### config.mk
export PLATFORM = sky130hd
export DESIGN_NAME = fir_param_core_flat
export DESIGN_NICKNAME = d
export VERILOG_FILES = /design/src/rtl/fir_param_core_if.sv /design/src/rtl/fir_param_core.sv /design/src/flat_wrapper.sv
export SDC_FILE = /design/constraint.sdc
export NUM_CORES = 2
export LEC_CHECK = 0
export ABC_AREA = 0
export ABC_CLOCK_PERIOD_IN_PS = 23400
export CAP_MARGIN = 20
export CORE_MARGIN = 5
export CORE_UTILIZATION = 25
export CTS_CLUSTER_DIAMETER = 50
export CTS_CLUSTER_SIZE = 14
export DETAILED_ROUTE_END_ITERATION = 7
export HOLD_SLACK_MARGIN = 0.08
export PLACE_DENSITY = 0.37
export SYNTH_ARGS = -nofsm -noshare
export SYNTH_HDL_FRONTEND = slang
export SYNTH_SLANG_ARGS = --single-unit
export TNS_END_PERCENT = 10
### constraint.sdc
create_clock -name axis_clk -period 23.4 [get_ports axis_clk]
set_input_delay 5.85 -clock axis_clk [delete_from_list [all_inputs] [get_ports axis_clk]]
set_output_delay 5.85 -clock axis_clk [all_outputs]
set_load 0.01 [all_outputs]
### src/rtl/fir_param_core_if.sv
// fir_param_core_if: AXI-lite config bus plus AXI-stream in/out for fir_param_core
// Signals:
//   aw*/w*  AXI-lite write address/data channels (no response channel)
//   ar*/r*  AXI-lite read address/data channels
//   ss_*    input sample stream (host -> core)
//   sm_*    filtered output stream (core -> host)
// Modports: slave = core side, master = host/testbench side.
`timescale 1ns/1ps
interface fir_param_core_if #(
  parameter int pADDR_WIDTH = 12,
  parameter int pDATA_WIDTH = 32
);
  logic                   awvalid;
  logic                   awready;
  logic [pADDR_WIDTH-1:0] awaddr;
  logic                   wvalid;
  logic                   wready;
  logic [pDATA_WIDTH-1:0] wdata;
  logic                   arvalid;
  logic                   arready;
  logic [pADDR_WIDTH-1:0] araddr;
  logic                   rvalid;
  logic                   rready;
  logic [pDATA_WIDTH-1:0] rdata;
  logic                   ss_tvalid;
  logic                   ss_tready;
  logic [pDATA_WIDTH-1:0] ss_tdata;
  logic                   ss_tlast;
  logic                   sm_tvalid;
  logic                   sm_tready;
  logic [pDATA_WIDTH-1:0] sm_tdata;
  logic                   sm_tlast;
  modport slave (
    input  awvalid, awaddr, wvalid, wdata, arvalid, araddr, rready,
    input  ss_tvalid, ss_tdata, ss_tlast, sm_tready,
    output awready, wready, arready, rvalid, rdata,
    output ss_tready, sm_tvalid, sm_tdata, sm_tlast
  );
  modport master (
    output awvalid, awaddr, wvalid, wdata, arvalid, araddr, rready,
    output ss_tvalid, ss_tdata, ss_tlast, sm_tready,
    input  awready, wready, arready, rvalid, rdata,
    input  ss_tready, sm_tvalid, sm_tdata, sm_tlast
  );
endinterface

### src/rtl/fir_param_core.sv
// fir_param_core: sequential FIR engine, register-held taps/history, one shared MAC
// Ports:
//   axis_clk    single clock
//   axis_rst_n  asynchronous active-low reset
//   bus         fir_param_core_if.slave: AXI-lite config + ss (samples in) + sm (results out)
// Register map: 0x00 ap_ctrl {tlast_err, ap_idle, ap_done, ap_start}, 0x10 data_length,
//   0x40+4k tap k (k < Tape_Num); anything else reads 0 and drops writes.
// Build option FIR_SAT_EN: clamp the output to the signed pDATA_WIDTH range
//   instead of taking the low bits of the accumulator.
`timescale 1ns/1ps
module fir_param_core #(
  parameter int pADDR_WIDTH = 12,
  parameter int pDATA_WIDTH = 32,
  parameter int Tape_Num    = 11
) (
  input logic           axis_clk,
  input logic           axis_rst_n,
  fir_param_core_if.slave bus
);
  localparam int W  = pDATA_WIDTH;
  localparam int A  = pADDR_WIDTH;
  localparam int KW = Tape_Num > 1 ? $clog2(Tape_Num) : 1;
  localparam logic [KW-1:0] K_LAST = KW'(Tape_Num - 1);
`ifdef FIR_SAT_EN
  localparam logic signed [2*W-1:0] S_MAX = {{(W+1){1'b0}}, {(W-1){1'b1}}};
  localparam logic signed [2*W-1:0] S_MIN = ~S_MAX;
`endif
  typedef enum logic [2:0] {S_IDLE, S_CLR, S_WAIT_IN, S_MAC, S_OUT, S_DONE} state_t;
  state_t                state;
  logic                  ap_start, ap_done, ap_idle, tlast_err;
  logic [W-1:0]          data_length, n;
  logic signed [W-1:0]   taps [Tape_Num];
  logic signed [W-1:0]   hist [Tape_Num];
  logic [KW-1:0]         head, rp, k;
  logic signed [2*W-1:0] acc, prod, sum;
  logic [W-1:0]          result, rd_val, ctrl_word;
  logic                  aw_hold, w_hold, rd_ctrl;
  logic [A-1:0]          aw_addr;
  logic [W-1:0]          w_data;
  logic [A-3:0]          rd_idx, wr_idx;
  logic                  wr_go, rd_done, rd_tap, wr_tap, last_n;
  // MAC datapath: k walks the taps while rp walks the history backwards from the newest sample.
  always_comb begin
    prod = (2*W)'(taps[k]) * (2*W)'(hist[rp]);
    sum = acc + prod;
`ifdef FIR_SAT_EN
    result = sum > S_MAX ? S_MAX[W-1:0] : sum < S_MIN ? S_MIN[W-1:0] : sum[W-1:0];
`else
    result = sum[W-1:0];
`endif
    last_n = n == data_length - W'(1);
    ctrl_word = {{(W-4){1'b0}}, tlast_err, ap_idle, ap_done, ap_start};
    rd_idx = bus.araddr[A-1:2] - (A-2)'('h10);
    wr_idx = aw_addr[A-1:2] - (A-2)'('h10);
    rd_tap = bus.araddr[A-1:2] >= (A-2)'('h10) && bus.araddr[1:0] == 2'b00 && rd_idx < (A-2)'(Tape_Num);
    wr_tap = aw_addr[A-1:2] >= (A-2)'('h10) && aw_addr[1:0] == 2'b00 && wr_idx < (A-2)'(Tape_Num);
    rd_val = bus.araddr == '0 ? ctrl_word :
             bus.araddr == A'('h10) ? data_length :
             rd_tap ? taps[rd_idx[KW-1:0]] : '0;
    wr_go = aw_hold && w_hold;
    rd_done = bus.rvalid && bus.rready;
  end
  // Write channel: address and data are latched independently; the register
  // update fires once both are held, and only then may the next pair be accepted.
  always_ff @(posedge axis_clk or negedge axis_rst_n) begin
    if (!axis_rst_n) begin
      bus.awready <= 1'b0;
      bus.wready <= 1'b0;
      aw_hold <= 1'b0;
      w_hold <= 1'b0;
      aw_addr <= '0;
      w_data <= '0;
    end else begin
      bus.awready <= bus.awvalid && !bus.awready && !aw_hold;
      bus.wready <= bus.wvalid && !bus.wready && !w_hold;
      aw_hold <= wr_go ? 1'b0 : aw_hold || (bus.awvalid && bus.awready);
      w_hold <= wr_go ? 1'b0 : w_hold || (bus.wvalid && bus.wready);
      if (bus.awvalid && bus.awready) aw_addr <= bus.awaddr;
      if (bus.wvalid && bus.wready) w_data <= bus.wdata;
    end
  end
  // Read channel: one outstanding read; rd_ctrl remembers that the returned word was ap_ctrl.
  always_ff @(posedge axis_clk or negedge axis_rst_n) begin
    if (!axis_rst_n) begin
      bus.arready <= 1'b0;
      bus.rvalid <= 1'b0;
      bus.rdata <= '0;
      rd_ctrl <= 1'b0;
    end else begin
      bus.arready <= bus.arvalid && !bus.arready && !bus.rvalid;
      if (bus.arvalid && bus.arready) begin
        bus.rvalid <= 1'b1;
        bus.rdata <= rd_val;
        rd_ctrl <= bus.araddr == '0;
      end else if (rd_done) begin
        bus.rvalid <= 1'b0;
        bus.rdata <= '0;
        rd_ctrl <= 1'b0;
      end
    end
  end
  // Configuration registers are frozen while a frame is running.
  always_ff @(posedge axis_clk or negedge axis_rst_n) begin
    if (!axis_rst_n) begin
      data_length <= '0;
      for (int i = 0; i < Tape_Num; i++) taps[i] <= '0;
    end else if (wr_go && ap_idle) begin
      if (aw_addr == A'('h10)) data_length <= w_data;
      if (wr_tap) taps[wr_idx[KW-1:0]] <= w_data;
    end
  end
  // Frame sequencer. Status-bit sets are placed after the read-clear so a
  // same-cycle event is never lost.
  always_ff @(posedge axis_clk or negedge axis_rst_n) begin
    if (!axis_rst_n) begin
      state <= S_IDLE;
      ap_start <= 1'b0;
      ap_done <= 1'b0;
      ap_idle <= 1'b1;
      tlast_err <= 1'b0;
      n <= '0;
      head <= '0;
      rp <= '0;
      k <= '0;
      acc <= '0;
      for (int i = 0; i < Tape_Num; i++) hist[i] <= '0;
      bus.ss_tready <= 1'b0;
      bus.sm_tvalid <= 1'b0;
      bus.sm_tdata <= '0;
      bus.sm_tlast <= 1'b0;
    end else begin
      if (rd_done && rd_ctrl) begin
        ap_done <= 1'b0;
        tlast_err <= 1'b0;
      end
      if (wr_go && ap_idle && aw_addr == '0 && w_data[0]) ap_start <= 1'b1;
      case (state)
        S_IDLE: if (ap_start) begin
          state <= S_CLR;
          ap_idle <= 1'b0;
          n <= '0;
        end
        S_CLR: begin
          for (int i = 0; i < Tape_Num; i++) hist[i] <= '0;
          head <= '0;
          state <= data_length == '0 ? S_DONE : S_WAIT_IN;
          bus.ss_tready <= data_length != '0;
        end
        S_WAIT_IN: if (bus.ss_tvalid && bus.ss_tready) begin
          hist[head] <= bus.ss_tdata;
          rp <= head;
          head <= head == K_LAST ? '0 : head + 1'b1;
          k <= '0;
          acc <= '0;
          ap_start <= 1'b0;
          bus.ss_tready <= 1'b0;
          if (bus.ss_tlast != last_n) tlast_err <= 1'b1;
          state <= S_MAC;
        end
        S_MAC: begin
          acc <= sum;
          k <= k + 1'b1;
          rp <= rp == '0 ? K_LAST : rp - 1'b1;
          if (k == K_LAST) begin
            state <= S_OUT;
            bus.sm_tvalid <= 1'b1;
            bus.sm_tdata <= result;
            bus.sm_tlast <= last_n;
          end
        end
        S_OUT: if (bus.sm_tready) begin
          bus.sm_tvalid <= 1'b0;
          bus.sm_tlast <= 1'b0;
          n <= n + W'(1);
          state <= n + W'(1) == data_length ? S_DONE : S_WAIT_IN;
          bus.ss_tready <= n + W'(1) != data_length;
        end
        S_DONE: begin
          ap_done <= 1'b1;
          ap_idle <= 1'b1;
          ap_start <= 1'b0;
          state <= S_IDLE;
        end
        default: state <= S_IDLE;
      endcase
    end
  end
endmodule

### src/flat_wrapper.sv
// flat-port wrapper written by rule: the top's interface ports become plain ports
module fir_param_core_flat 
#(
  parameter int pADDR_WIDTH = 12,
  parameter int pDATA_WIDTH = 32,
  parameter int Tape_Num    = 11
)
  (axis_clk, axis_rst_n, bus_awvalid, bus_awaddr, bus_wvalid, bus_wdata, bus_arvalid, bus_araddr, bus_rready, bus_ss_tvalid, bus_ss_tdata, bus_ss_tlast, bus_sm_tready, bus_awready, bus_wready, bus_arready, bus_rvalid, bus_rdata, bus_ss_tready, bus_sm_tvalid, bus_sm_tdata, bus_sm_tlast);
  fir_param_core_if #(.pADDR_WIDTH(pADDR_WIDTH), .pDATA_WIDTH(pDATA_WIDTH)) bus_i ();
  input logic axis_clk;
  input logic axis_rst_n;
  input wire logic [$bits(bus_i.awvalid)-1:0] bus_awvalid;
  input wire logic [$bits(bus_i.awaddr)-1:0] bus_awaddr;
  input wire logic [$bits(bus_i.wvalid)-1:0] bus_wvalid;
  input wire logic [$bits(bus_i.wdata)-1:0] bus_wdata;
  input wire logic [$bits(bus_i.arvalid)-1:0] bus_arvalid;
  input wire logic [$bits(bus_i.araddr)-1:0] bus_araddr;
  input wire logic [$bits(bus_i.rready)-1:0] bus_rready;
  input wire logic [$bits(bus_i.ss_tvalid)-1:0] bus_ss_tvalid;
  input wire logic [$bits(bus_i.ss_tdata)-1:0] bus_ss_tdata;
  input wire logic [$bits(bus_i.ss_tlast)-1:0] bus_ss_tlast;
  input wire logic [$bits(bus_i.sm_tready)-1:0] bus_sm_tready;
  output wire logic [$bits(bus_i.awready)-1:0] bus_awready;
  output wire logic [$bits(bus_i.wready)-1:0] bus_wready;
  output wire logic [$bits(bus_i.arready)-1:0] bus_arready;
  output wire logic [$bits(bus_i.rvalid)-1:0] bus_rvalid;
  output wire logic [$bits(bus_i.rdata)-1:0] bus_rdata;
  output wire logic [$bits(bus_i.ss_tready)-1:0] bus_ss_tready;
  output wire logic [$bits(bus_i.sm_tvalid)-1:0] bus_sm_tvalid;
  output wire logic [$bits(bus_i.sm_tdata)-1:0] bus_sm_tdata;
  output wire logic [$bits(bus_i.sm_tlast)-1:0] bus_sm_tlast;
  assign bus_i.awvalid = bus_awvalid;
  assign bus_i.awaddr = bus_awaddr;
  assign bus_i.wvalid = bus_wvalid;
  assign bus_i.wdata = bus_wdata;
  assign bus_i.arvalid = bus_arvalid;
  assign bus_i.araddr = bus_araddr;
  assign bus_i.rready = bus_rready;
  assign bus_i.ss_tvalid = bus_ss_tvalid;
  assign bus_i.ss_tdata = bus_ss_tdata;
  assign bus_i.ss_tlast = bus_ss_tlast;
  assign bus_i.sm_tready = bus_sm_tready;
  assign bus_awready = bus_i.awready;
  assign bus_wready = bus_i.wready;
  assign bus_arready = bus_i.arready;
  assign bus_rvalid = bus_i.rvalid;
  assign bus_rdata = bus_i.rdata;
  assign bus_ss_tready = bus_i.ss_tready;
  assign bus_sm_tvalid = bus_i.sm_tvalid;
  assign bus_sm_tdata = bus_i.sm_tdata;
  assign bus_sm_tlast = bus_i.sm_tlast;
  fir_param_core #(.pADDR_WIDTH(pADDR_WIDTH), .pDATA_WIDTH(pDATA_WIDTH), .Tape_Num(Tape_Num)) u_core (.axis_clk(axis_clk), .axis_rst_n(axis_rst_n), .bus(bus_i));
endmodule
Word level (Yosys, flattened, before mapping)
Cells that the tools add are included.
- bits in registers: 969
- output and inout bits: 71
- input bits: 97
- logic and storage cells: 211
- equality and inequality tests: 17
- mux-type cells: 66
- reductions and logical operators: 56
- magnitude comparators: 11
- add/subtract/negate cells: 8
- multiply operators: 1
- bitwise logic cells: 5
- operators by type and width (cell ; count):
    352-bit bitwise mux ; 2
    352-bit case mux with 2 select lines ; 1
    32-bit two-way mux ; 15
    32-bit binary-select mux with 4-bit select ; 3
    352-bit two-way mux ; 1
    32-bit demux with 4-bit select ; 2
    64-bit case mux with 2 select lines ; 1
    64-bit adder ; 1
    32-bit equality test ; 2
    32-bit by 32-bit multiplier with 64-bit output ; 1
    64-bit two-way mux ; 1
    32-bit case mux with 2 select lines ; 1
    32-bit by 1-bit adder with 32-bit output (second input constant) ; 1
    32-bit zero test ; 1
    32-bit inequality test ; 1
    32-bit nonzero test ; 1
    32-bit by 1-bit subtractor with 32-bit output (second input constant) ; 1
    5-bit >= comparator (second input constant) ; 5
    4-bit inverter with 5-bit output ; 5
    12-bit by 5-bit equality test with 1-bit output (second input constant) ; 2
    12-bit zero test ; 2
    4-bit case mux with 2 select lines ; 3
    1-bit logical AND ; 22
    10-bit by 5-bit >= comparator with 1-bit output (second input constant) ; 2
    28 further kinds ; 87

Depth between registers and ports, before layout
- depth in word-level cells: 9
- gate-level depth with buffers: 38
- gate-level depth less buffers: 32

Least setup slack after synthesis
OpenSTA, ideal clock, no wires.
- path type: reg2reg
- start: register u_core.rp[0]
- end: register u_core.bus.sm_tdata[30]
- clock period less this slack: 8.643 ns
- path buffers: 6
- cell stages (with the launch flop): 33
- required time: 23.267 ns
- setup time: 0.133 ns
- setup slack: 14.757 ns
- arrival: 8.510 ns
- cell sequence: dfrtp_1 -> buf_4 -> buf_6 -> buf_4 -> buf_4 -> mux4_2 -> mux2i_1 -> o22a_1 -> clkbuf_1 -> buf_1 -> nor2_1 -> fa_1 -> fa_1 -> inv_1 -> fa_1 -> fa_1 -> inv_1 -> fa_1 -> fa_1 -> fa_1 -> inv_1 -> fa_1 -> inv_1 -> ha_1 -> a21o_1 -> a21o_1 -> a21oi_1 -> o21a_1 -> o31ai_1 -> or4_1 -> a31o_2 -> a31oi_1 -> o21ai_0
- longest elaborated chain between the ends: 6
- RTL lines (item ; RTL line ; source):
    from (decl) ; fir_param_core.sv:34 ; logic [KW-1:0] head, rp, k;
    from (signal assigned) ; fir_param_core.sv:163 ; rp <= rp == '0 ? K_LAST : rp - 1'b1;
    4-bit inverter with 5-bit output (not written as such) ; fir_param_core.sv:44 ; prod = (2*W)'(taps[k]) * (2*W)'(hist[rp]);
    32-bit binary-select mux with 4-bit select ; fir_param_core.sv:44 ;
    32-bit two-way mux (not written as such) (2 in a row) ; fir_param_core.sv:44 ;
    32-bit by 32-bit multiplier with 64-bit output ; fir_param_core.sv:44 ;
    64-bit adder ; fir_param_core.sv:45 ; sum = acc + prod;
    to (signal assigned) ; fir_param_core.sv:167 ; bus.sm_tdata <= result;
    to (decl) ; fir_param_core_if.sv:37 ; output ss_tready, sm_tvalid, sm_tdata, sm_tlast
Every way passes these cells. The select of a mux whose other input is x is not followed.
A chain may end at the register's enable or synchronous reset.

Final worst setup path
- start: register u_core.rp[0]
- end: register u_core.acc[31]
- longest elaborated chain between the ends: 7
- RTL lines (item ; RTL line ; source):
    4-bit inverter with 5-bit output (not written as such) ; fir_param_core.sv:44 ;
    32-bit binary-select mux with 4-bit select ; fir_param_core.sv:44 ;
    32-bit two-way mux (not written as such) (2 in a row) ; fir_param_core.sv:44 ;
    32-bit by 32-bit multiplier with 64-bit output ; fir_param_core.sv:44 ;
    64-bit adder ; fir_param_core.sv:45 ;
    64-bit case mux with 2 select lines ; fir_param_core.sv:137 ; case (state)
    to (signal assigned) ; fir_param_core.sv:161 ; acc <= sum;
    to (decl) ; fir_param_core.sv:35 ; logic signed [2*W-1:0] acc, prod, sum;
Every way passes these cells. The select of a mux whose other input is x is not followed.

==> results.cfg <==
[outcome]
status = complete, no violations

[cts]
clock_root_cell = clkbuf_16
cts_setup_buffers = 0
numCtsBuffers = 154
post_cts_resized = 0
ctsHtreeMaxLevel = 4
tritoncts = done
clkSlewWorstSetupHoldPaths_ns = 0.05
clkLatencyLatePin_ns = 0.82
hold_buffers = 0
clockBufferDepth = 3
numClockSinks = 937

[cells_and_area]
flow.area_growth_from_synthesis_pct = 17.4
layout_cells_sized_above_1 = 0.192
num-nets-final = 6628
stdcell_count = 9402

[run]
timing.max_cap.violations = 0

[floorplan]
fp-row-count = 183
die_h_um = 510
floorplan.die.width_um = 510
placeableCoreArea_um2 = 248000
floorplan.io_pins = 168
start_util = 0.251
die_area_um2 = 260000

[grt]
global_route.overflow_total = 0
grt_pass1_wl_um = 341000
grt_antenna_before_repair = 14
grt_pass1_vias = 48191
gr-usage-all-layers = 0.177
grt_max_degree = 112

[placed_design]
post_detailed_placement_half_perimeter_wirelength_um = 154000
post-place-cells = 9111
portBuffers = 167
routabilityCongestion = 0.790

[route]
route.vias.total = 45005
antenna_violation_net_count_after_detailed_routing = 0
first_pass_iters = 5
routed_wire_length_per_instance_um = 24.3
wirelength_um = 229000
dr.first_iter.drc_count = 2224
drc_errors = 0
drt_via_density = 4.79

[timing]
tightest_slew_ns = 1.16
grt_setup_unrepaired = no
final_hold_viol_count = 0
timing.slew.headroom = 0.229
worst_clock_skew_ns = 0.0848
fin_crit_sh = 0.458
report.final.setup_viol = 0
setup-tns-final_ns = 0
fin_crit_ns = 10.72
timing_limited_maximum_frequency_ghz = 0.0933
drv_slew = 0

[pwr]
seq_power_share = 0.342
p_comb_frac = 0.243
power.switching_fraction = 0.364
powerDensity_nw_per_um2 = 79.4
switching_power_uw = 2120
power.static_leakage_uw = 0.0324
p_int_uw = 3700
p_clk_frac = 0.415
max-vdd-ir-drop_v = 0.000101
power.total_uw = 5820

[yosys]
synth_async_sr_flop_share = 1.00
syn-instance-count = 5916
synth-seq-cells = 937
yosys.cell_count.top_type = dfrtp_1
synthesis.yosys.warnings = 0
synth.net_count = 6607
synth_top_cell_area_share = 0.375
synth_flop_cell = dfrtp_1
yosys-top-cells-count = dfrtp_1 (936), nand2_1 (854), inv_1 (537), o21ai_0 (537), mux2_2 (465)
synth_top_cells_by_area = dfrtp_1 (38%), fa_1 (14%), mux2_2 (8.4%)
syn-mean-instance-area_um2 = 10.5
synthDominantAreaCellType = dfrtp_1
netlist_area_um2 = 62400
synth-seq-area-share = 0.376
synth-edff-count = 0
number_of_unique_standard_cell_types_used_by_synthesis = 79

[worst_setup_path]
worst-endpoint-required_ns = 23.99
top_fanout_value_on_the_critical_path = 37
crit_top_cell = fa_1
worst_path_largest_cell_delay_ns = 0.93
crit_path_top_delay_cell = o22a_1
reg2reg_setup_slack_ns = 12.68
critical_path.startpoint_type = flip-flop
cp-end-kind = flip-flop
criticalPathCategory = flip-flop to flip-flop
crit_arrival_ns = 11.31

[min_path]
worstHoldPathType = flip-flop to flip-flop
-- power by group through the flow --
stage          sequential (uW)  combinational, uW  clock [uW]
5_1_grt                   2010               1550        2550
6_report                  1990               1410        2420
4_1_cts                   1990               1450        2490
3_3_place_gp              2020               1430           0
3_5_place_dp              2020               1450           0
2_1_floorplan             1830                940           0
-- state kept, by name (all words and copies together), names as in the netlist, 3 cells and up --
| register | cells |
|---|---|
| u_core.hist | 352 |
| u_core.taps | 352 |
| u_core.acc | 32 |
| u_core.bus.rdata | 32 |
| u_core.bus.sm_tdata | 32 |
| u_core.data_length | 32 |
| u_core.n | 32 |
| u_core.w_data | 32 |
| u_core.aw_addr | 12 |
| u_core.head | 4 |
| u_core.k | 4 |
| u_core.rp | 4 |
| u_core.state | 3 |
-- through the flow --
step | utilization | area (um2) | hold slack (ns) | setup slack [ns]
CTS | 0.295 | 73200 | 0.457 | 12.61
floorplan | - | 62400 | 0.444 | 14.76
global route | 0.295 | 73200 | 0.467 | 11.98
global placement | 0.272 | 67600 | 0.448 | 12.65
detailed placement | 0.273 | 67700 | 0.450 | 12.69
finish | 0.295 | 73200 | 0.452 | 12.68
-- layout make-up --
cell class,instances,area (um2)
timing repair buffer,305,2750
clock buffer,199,4350
fill,25905,175000
sequential,937,23500
multi-input combinational,4000,35300
tap,3330,4170
antenna,6,15.0
inverter,539,2020
clock inverter,86,1190
-- placed cells by master, fill, tap and decap left out, types with 11 or more instances in the layout --
cell               n
o31ai_1           15
bufinv_16         14
nor2_1           343
ha_1             156
o22a_1            27
nor3_1            30
nand2b_1          56
clkdlybuf4s50_1  162
xor2_1            51
a21o_1            11
nor2b_1           23
clkinv_2          15
or2_2             41
dfrtp_1          931
o21ai_0          536
nand3_1           71
xnor2_1          107
clkbuf_8          28
a32oi_1           29
mux2i_1          120
mux4_2           192
clkinv_4          11
a22oi_1           37
and3_1            14
a211oi_1          17
inv_1            537
and2_1            37
fa_1             438
clkbuf_1          15
o211ai_1          49
o22ai_1           33
nand2_1          844
clkinvlp_4        20
a21oi_1           59
clkbuf_16        156
mux2_2           465
buf_4            136
a2bb2oi_1         30
-- logic make-up after synthesis --
| logic type | Yosys count | share of synthesized area |
|---|---|---|
| XOR/XNOR | 159 | 0.0225 |
| AO/OA/AOI/OAI | 918 | 0.0886 |
| flip-flops | 937 | 0.376 |
| AND/OR/NAND/NOR | 1552 | 0.107 |
| buffers and inverters | 979 | 0.0612 |
| multiplexers | 777 | 0.173 |
| adder cells (fa/ha/maj) | 594 | 0.172 |
-- metal layers --
metal | GRT usage | wire, um
met5 | 0 | 21
met4 | 0.0415 | 5040
met3 | 0.0270 | 9310
met2 | 0.297 | 110000
met1 | 0.240 | 104000
-- worst paths after layout --
check	startpoint	end	cells past startpoint
max reg2reg	u_core.rp[0]	u_core.acc[31]	30
max	u_core.rp[0]	u_core.acc[31]	30
max in group asynchronous	axis_rst_n	u_core.k[2]	5
min reg2reg	u_core.bus.arready	u_core.bus.arready	1
min in group asynchronous	axis_rst_n	u_core.hist[165]	1
min	u_core.bus.arready	u_core.bus.arready	1
-- worst max-delay path, delay by kind of cell (launching register included) --
kind / cells / cell delay (ns)
buf+inv: 8 / 1.62
simple gates: 4 / 0.64
mux: 2 / 1.03
flops: 1 / 0.39
compound gates: 6 / 2.15
fa+ha+maj: 9 / 4.40
xor+xnor: 1 / 0.20
Note: power is estimated with default switching activity, not from simulation.
